File: src/rtl/spectrum_peak_detect_pkg.sv
// Shared constants for the spectrum peak detector.
// Contents:
//   DEF_WIDTH, DEF_N   default sample width and bin index width
//   MAG_B1, MAG_B2     shifts forming the 3/8 weight of the smaller component
//   ST_*               FSM state encodings of the frame controller
package spectrum_peak_detect_pkg;

   localparam int DEF_WIDTH = 16;
   localparam int DEF_N     = 9;

   // 3/8 = 1/4 + 1/8, realised as two right shifts of min(|re|,|im|)
   localparam int MAG_B1 = 2;
   localparam int MAG_B2 = 3;

   localparam logic [1:0] ST_IDLE   = 2'd0;
   localparam logic [1:0] ST_RUN    = 2'd1;
   localparam logic [1:0] ST_DRAIN  = 2'd2;
   localparam logic [1:0] ST_REPORT = 2'd3;

endpackage

File: src/rtl/spectrum_peak_detect_mag_approx.sv
// Three-stage approximate magnitude pipeline:
// max(|re|,|im|) + 3/8*min(|re|,|im|), with valid and bin tags carried alongside.
// Ports:
//   clk, areset          clock, asynchronous active-low reset
//   in_valid/bin/re/im   captured sample (signed re/im) and its bin index
//   out_valid            1-clk strobe, 3 clocks after in_valid
//   out_bin, out_mag     bin tag and unsigned magnitude, held until the next strobe
module spectrum_peak_detect_mag_approx
   import spectrum_peak_detect_pkg::*;
#(
   parameter int width = DEF_WIDTH,
   parameter int N     = DEF_N
) (
   input  logic             clk,
   input  logic             areset,
   input  logic             in_valid,
   input  logic [N-1:0]     in_bin,
   input  logic [width-1:0] in_re,
   input  logic [width-1:0] in_im,
   output logic             out_valid,
   output logic [N-1:0]     out_bin,
   output logic [width:0]   out_mag
);

   localparam int MW = width + 1;

   logic [width-1:0] abs_re;
   logic [width-1:0] abs_im;
   logic             s1_valid;
   logic [N-1:0]     s1_bin;
   logic [width-1:0] s1_a;
   logic [width-1:0] s1_b;
   logic             s2_valid;
   logic [N-1:0]     s2_bin;
   logic [width-1:0] s2_mx;
   logic [width-1:0] s2_mn;

   // Negation modulo 2^width: the most negative input maps onto 2^(width-1),
   // which is exactly its magnitude when read as unsigned.
   always_comb begin
      abs_re = in_re[width-1] ? -in_re : in_re;
      abs_im = in_im[width-1] ? -in_im : in_im;
   end

   // Stage 1: absolute values
   always_ff @(posedge clk or negedge areset) begin
      if (!areset) begin
         s1_valid <= 1'b0;
         s1_bin   <= '0;
         s1_a     <= '0;
         s1_b     <= '0;
      end else begin
         s1_valid <= in_valid;
         if (in_valid) begin
            s1_bin <= in_bin;
            s1_a   <= abs_re;
            s1_b   <= abs_im;
         end
      end
   end

   // Stage 2: order the two components
   always_ff @(posedge clk or negedge areset) begin
      if (!areset) begin
         s2_valid <= 1'b0;
         s2_bin   <= '0;
         s2_mx    <= '0;
         s2_mn    <= '0;
      end else begin
         s2_valid <= s1_valid;
         if (s1_valid) begin
            s2_bin <= s1_bin;
            s2_mx  <= (s1_a > s1_b) ? s1_a : s1_b;
            s2_mn  <= (s1_a > s1_b) ? s1_b : s1_a;
         end
      end
   end

   // Stage 3: weighted sum; one extra bit covers the largest case (1 + 3/8)
   always_ff @(posedge clk or negedge areset) begin
      if (!areset) begin
         out_valid <= 1'b0;
         out_bin   <= '0;
         out_mag   <= '0;
      end else begin
         out_valid <= s2_valid;
         if (s2_valid) begin
            out_bin <= s2_bin;
            out_mag <= {1'b0, s2_mx} + MW'(s2_mn >> MAG_B1) + MW'(s2_mn >> MAG_B2);
         end
      end
   end

endmodule

File: src/rtl/spectrum_peak_detect.sv
// Per-bin magnitude streamer and frame peak detector, fed by the bit-reverse
// readout stage which replays one FFT frame in natural bin order.
// Ports:
//   clk, areset                 clock, asynchronous active-low reset
//   enout                       upstream readout active
//   cnt_ram_out                 upstream bin index
//   din_re, din_im              upstream sample, valid 1 clk after an index change
//   mag_valid, mag_bin, mag     streamed per-bin magnitude
//   peak_valid, peak_bin, peak_mag   frame maximum, strobed at frame end
//   busy                        controller not idle
//   overrun                     1-clk strobe when a frame start is dropped
module spectrum_peak_detect
   import spectrum_peak_detect_pkg::*;
#(
   parameter int width   = DEF_WIDTH,
   parameter int N       = DEF_N,
   parameter int SETTLE  = 2,
   parameter int SKIP_DC = 1,
   parameter int HALF    = 1
) (
   input  logic             clk,
   input  logic             areset,
   input  logic             enout,
   input  logic [N-1:0]     cnt_ram_out,
   input  logic [width-1:0] din_re,
   input  logic [width-1:0] din_im,
   output logic             mag_valid,
   output logic [N-1:0]     mag_bin,
   output logic [width:0]   mag,
   output logic             peak_valid,
   output logic [N-1:0]     peak_bin,
   output logic [width:0]   peak_mag,
   output logic             busy,
   output logic             overrun
);

   localparam int CW = $clog2(SETTLE + 4) + 1;

   logic             enout_q;
   logic [N-1:0]     cnt_q;
   logic [1:0]       state;
   logic [CW-1:0]    timer;
   logic [CW-1:0]    drain_cnt;
   logic [N-1:0]     pend_bin;
   logic             cap_valid;
   logic [N-1:0]     cap_bin;
   logic [width-1:0] cap_re;
   logic [width-1:0] cap_im;
   logic             enout_rise;
   logic             bin_event;
   logic             accept;
   logic             cap_fire;
   logic             frame_live;
   logic             in_range;

   // Bins are only taken from a frame this controller owns: one already
   // running, or one whose first bin arrives together with the start edge.
   // A frame whose start was dropped keeps enout high but never enters RUN.
   assign enout_rise = enout && !enout_q;
   assign bin_event  = enout && (!enout_q || (cnt_ram_out != cnt_q));
   assign accept     = bin_event && ((state == ST_RUN) || ((state == ST_IDLE) && enout_rise));
   // Requiring enout at capture time discards the brief index wrap to 0
   // that upstream shows just before readout ends.
   assign cap_fire   = (timer == CW'(1)) && enout && (state == ST_RUN);
   assign frame_live = (state == ST_RUN) || (state == ST_DRAIN);
   assign peak_valid = (state == ST_REPORT);
   assign busy       = (state != ST_IDLE);

   // Bins outside the search window are still streamed, just never ranked
   always_comb begin
      in_range = 1'b1;
      if ((SKIP_DC != 0) && (mag_bin == '0)) in_range = 1'b0;
      if ((HALF != 0) && mag_bin[N-1]) in_range = 1'b0;
   end

   // Delayed copies of the upstream handshake for change detection
   always_ff @(posedge clk or negedge areset) begin
      if (!areset) begin
         enout_q <= 1'b0;
         cnt_q   <= '0;
      end else begin
         enout_q <= enout;
         cnt_q   <= cnt_ram_out;
      end
   end

   // Settle timer: a newer bin event simply reloads it, so only the latest
   // bin ever gets captured. The timer shows 1 exactly SETTLE clocks later.
   always_ff @(posedge clk or negedge areset) begin
      if (!areset) begin
         timer    <= '0;
         pend_bin <= '0;
      end else if (accept) begin
         timer    <= CW'(SETTLE);
         pend_bin <= cnt_ram_out;
      end else if (timer != '0) begin
         timer <= timer - CW'(1);
      end
   end

   // Sample capture feeding the magnitude pipeline
   always_ff @(posedge clk or negedge areset) begin
      if (!areset) begin
         cap_valid <= 1'b0;
         cap_bin   <= '0;
         cap_re    <= '0;
         cap_im    <= '0;
      end else begin
         cap_valid <= cap_fire;
         if (cap_fire) begin
            cap_bin <= pend_bin;
            cap_re  <= din_re;
            cap_im  <= din_im;
         end
      end
   end

   spectrum_peak_detect_mag_approx #(
      .width (width),
      .N     (N)
   ) u_mag (
      .clk       (clk),
      .areset    (areset),
      .in_valid  (cap_valid),
      .in_bin    (cap_bin),
      .in_re     (cap_re),
      .in_im     (cap_im),
      .out_valid (mag_valid),
      .out_bin   (mag_bin),
      .out_mag   (mag)
   );

   // Frame controller and running maximum. DRAIN lasts long enough for the
   // last capture and its three pipeline stages to land before REPORT.
   // Strict greater-than keeps the lowest index among equal magnitudes.
   always_ff @(posedge clk or negedge areset) begin
      if (!areset) begin
         state     <= ST_IDLE;
         drain_cnt <= '0;
         peak_bin  <= '0;
         peak_mag  <= '0;
         overrun   <= 1'b0;
      end else begin
         overrun <= enout_rise && ((state == ST_DRAIN) || (state == ST_REPORT));
         case (state)
            ST_IDLE: begin
               if (enout_rise) begin
                  state    <= ST_RUN;
                  peak_bin <= '0;
                  peak_mag <= '0;
               end
            end
            ST_RUN: begin
               if (!enout) begin
                  state     <= ST_DRAIN;
                  drain_cnt <= CW'(SETTLE + 3);
               end
            end
            ST_DRAIN: begin
               if (drain_cnt == '0) state <= ST_REPORT;
               else drain_cnt <= drain_cnt - CW'(1);
            end
            ST_REPORT: state <= ST_IDLE;
            default:   state <= ST_IDLE;
         endcase
         if (frame_live && mag_valid && in_range && (mag > peak_mag)) begin
            peak_mag <= mag;
            peak_bin <= mag_bin;
         end
      end
   end

endmodule

File: config.mk
export PLATFORM = sky130hd
export DESIGN_NAME = spectrum_peak_detect
export DESIGN_NICKNAME = d
export VERILOG_FILES = /design/src/rtl/spectrum_peak_detect_pkg.sv /design/src/rtl/spectrum_peak_detect_mag_approx.sv /design/src/rtl/spectrum_peak_detect.sv
export SDC_FILE = /design/constraint.sdc
export NUM_CORES = 1
export LEC_CHECK = 0
export CORE_MARGIN = 5
export CORE_UTILIZATION = 45
export DETAILED_ROUTE_END_ITERATION = 12
export PLACE_DENSITY = 0.62
export SLEW_MARGIN = 20
export SYNTH_ARGS = -nofsm -noshare
export SYNTH_HDL_FRONTEND = slang
export SYNTH_SLANG_ARGS = --single-unit
File: constraint.sdc
create_clock -name clk -period 5.6 [get_ports clk]
set_input_delay 0.56 -clock clk [delete_from_list [all_inputs] [get_ports clk]]
set_output_delay 0.56 -clock clk [all_outputs]
set_load 0.02 [all_outputs]
==> run_results.csv <==
group,metric,value,unit
status,outcome,"finished clean",
cells_and_area,final_layout_size_suffix_gt1_share,11.7,%
pwr,powerDensity,588,nW/um^2
timing,hold_ws,0.0528,ns
cells_and_area,nNetsFinal,1260,
setup_path,crit_start,"u_mag.out_mag[4]",
placed_design,port_buffers,99,
placed_design,dp_cells,1437,
pwr,pwr-share-comb,44.7,%
worst_hold_path,holdCritPathClass,"in2async",
pwr,p_sw,2.99,mW
setup_path,cp_top_family,"simple AND/OR/NAND/NOR gates",
cells_and_area,multiInputGateArea,5010,um^2
clocking,cts_buffers,25,
timing,skew,0.0185,ns
synth,synth.distinct_cells,57,
synth,netlist.area_leader.share,48.7,%
synth,yosys_warnings,0,
synth,ys_seq_elements,207,
cells_and_area,n_antenna_cell,0,
synth,synth_seq_area_share,48.7,%
pwr,sw_frac_of_total,39.8,%
global_routing,grt_antenna_before_repair,0,
setup_path,crit_type,"reg2reg",
floorplan,die_h,164,um
placed_design,place.gp.congestion,0.811,
route,drt_first_pass_iters,4,
setup_path,cp-end-kind,"register",
route,final_antenna_net_count,0,
pwr,p_seq_share,33.5,%
setup_path,required,6.00,ns
setup_path,r2r-start,"u_mag.out_mag[4]",
cells_and_area,fin_cells,1482,
floorplan,core_area,23300,um^2
timing,final.setup.tns,0,ns
route,wl_per_cell,14.9,um
clocking,clockRootBuffer,"clkbuf_16",
pwr,clock_power_share,21.8,%
timing,relSlewSlack,24.9,%
cells_and_area,final_area,12800,um^2
placed_design,post-place-ws,2.62,ns
synth,synthCells,1062,
clocking,clkSlewWorstSetupHoldPaths,0.06,ns
synth,synth.area.top_cells,"dfrtp_1 49%, ha_1 6.7%, nand2_1 5.6%",
synth,syn_area_per_cell,10.0,um^2
global_routing,track_usage,17.0,%
route,drt-total-wl,22.0,mm
pwr,p_leak,5.93,nW
timing,min_period,2.99,ns
floorplan,rows,56,
route,drc,0,
synth,synth_nets,1177,
cells_and_area,n_fill_cell,2097,
placed_design,hpwl,15.7,mm
placed_design,place_area,11900,um^2
timing,fin_ws,2.61,ns
clocking,cts.path.max_buffers,3,
timing,rsz0062_at_grt,"false",
synth,synth_ff_type,"dfrtp_1",
route,drt_iter0_drc,371,
pwr,intPower,4.52,mW
setup_path,slowest_delay,0.66,ns
setup_path,worstPathMaxFanout,26,
floorplan,ios,100,
clocking,clock_latency,0.53,ns
synth,synth_edf_count,0,
timing,hold_violations,0,
clocking,htreeDepth,1,
clocking,cts_resized,0,
timing,tightest_slew,1.12,ns
timing,fin_crit_sh,53.4,%
timing,setup_violations,0,
setup_path,start_kind,"register",
setup_path,arrival,3.39,ns
clocking,cts_hold_buffers,0,
global_routing,grt_max_degree,127,
global_routing,gr-total-overflow,0,
clocking,cts.sinks,207,
timing,max_freq,0.334,GHz
synth,syn-cell-area,10600,um^2
synth,yosys.area.top_type,"dfrtp_1",
flow_run,drv_cap,0,
floorplan,die_area,26800,um^2
cells_and_area,ff_latch_area,5180,um^2
timing,final_max_slew_viol_count,0,
setup_path,critPathSlowestCell,"nand2_1",
synth,async_flop_share,100,%
cells_and_area,syn2layout_area_growth,20.2,%
global_routing,grt_pass1_wl,38.0,mm
floorplan,fp.dieW,164,um
setup_path,crit_chain,"ha_1 > nand4_1 > nor4_1 > a211oi_1 > o31ai_1 > buf_4 > nand2_1 > a32o_1",
route,dr_total_vias,7663,
floorplan,start_util,45.5,%
pwr,ir_drop,0.226,mV
setup_path,cp_num_buf_inv,1,
clocking,cts_tree,"yes",
clocking,cts_setup_buffers,0,
route,drt-vias-per-instance,5.17,
global_routing,grt_pass1_vias,7437,
## power by group through the flow
| stage | registers, mW | logic [mW] | clock network, mW |
|---|---|---|---|
| floorplan | 2.43 | 2.56 | 0 |
| global placement | 2.52 | 3.33 | 0 |
| detailed placement | 2.55 | 3.37 | 0 |
| CTS | 2.52 | 3.40 | 1.68 |
| global route | 2.60 | 3.89 | 1.75 |
| finish | 2.52 | 3.36 | 1.64 |
## layout by cell type (no fill, tap or decap), types with 4 or more instances in the layout
cell type	instances
a211oi_1	4
a21bo_2	16
a21o_1	22
a21oi_1	60
a31o_2	12
a31oi_1	30
a32o_1	8
and3_1	12
buf_4	9
clkbuf_16	25
clkbuf_8	8
clkdlybuf4s50_1	98
clkinv_2	4
dfrtp_1	205
fa_1	14
ha_1	57
inv_1	61
mux2_2	43
mux2i_1	8
nand2_1	159
nand3_1	39
nand4_1	12
nor2_1	92
nor2b_1	5
nor4_1	6
o21a_1	4
o21ai_0	31
o31ai_1	8
o41ai_1	4
or3_1	6
xnor2_1	14
xor2_1	32
## per-layer routing
layer / GRT usage [%] / share of wire [%] / routed length [um]
met1: 25.3 / 50 / 11000
met3: 2.62 / 4.7 / 1040
met2: 26.2 / 44 / 9590
met5: 0 / 0 / 0
met4: 4.00 / 1.9 / 416
## registers in the layout, indices dropped and copies added, names as in the netlist, 2 cells and up
name           count
cap_re            16
peak_mag          17
drain_cnt          4
cnt_q              9
u_mag.s1_a        16
pend_bin           9
u_mag.s2_bin       9
u_mag.out_bin      9
cap_im            16
u_mag.s2_mx       16
peak_bin           9
u_mag.s1_b        16
u_mag.s1_bin       9
u_mag.s2_mn       14
cap_bin            9
state              2
timer              4
u_mag.out_mag     17
## through the flow
stage	utilization [%]	power, mW
5_1_grt	54.7	8.24
3_3_place_gp	51.1	5.86
6_report	54.7	7.51
3_5_place_dp	51.1	5.91
2_1_floorplan	-	4.99
4_1_cts	54.7	7.61
## worst register-to-register path, delay by kind of cell, from the launching register on
| kind | cells | cell delay, ns |
|---|---|---|
| DFF | 1 | 0.39 |
| AOI/OAI and AO/OA | 3 | 0.74 |
| buffers and inverters | 1 | 0.21 |
| and+or+nand+nor | 3 | 1.21 |
| adders and majority gates | 1 | 0.33 |
## synthesized netlist by cell type (all sizes together) (14+ instances only)
master	count
dfrtp	207
nand2	159
nor2	92
inv	62
a21oi	60
ha	57
clkbuf	49
mux2	43
nand3	39
xor2	32
o21ai	31
a31oi	30
a21o	22
a21bo	16
fa	14
xnor2	14
## layout make-up
class / count / area share (%)
clock buffers: 34 / 5.71
inverters: 62 / 1.82
clock inverters: 11 / 1.03
flip-flops and latches: 207 / 40.6
multi-input cells: 740 / 39.3
repair buffers: 109 / 8.47
well taps: 319 / 3.13
## final timing paths
kind | end | slack (ns) | cells past startpoint
worst min-delay path | cap_im[9] | 0.05 | 1
min in group clk | cap_bin[3] | 0.46 | 2
worst max-delay path | peak_bin[7] | 2.61 | 8
worst max register to register | peak_bin[7] | 2.61 | 8
max in group asynchronous | u_mag.out_mag[8] | 4.45 | 2
worst min register to register | cap_bin[3] | 0.46 | 2
## kinds of logic after synthesis
logic type      Yosys count  share of synthesized area [%]
simple gates            353                           14.7
compound gates          219                           14.0
flops                   207                           48.7
buf+inv                 115                           4.06
fa+ha+maj                71                           9.35
mux                      51                           5.31
xor+xnor                 46                           3.79
(Power assumes the default switching activity.)
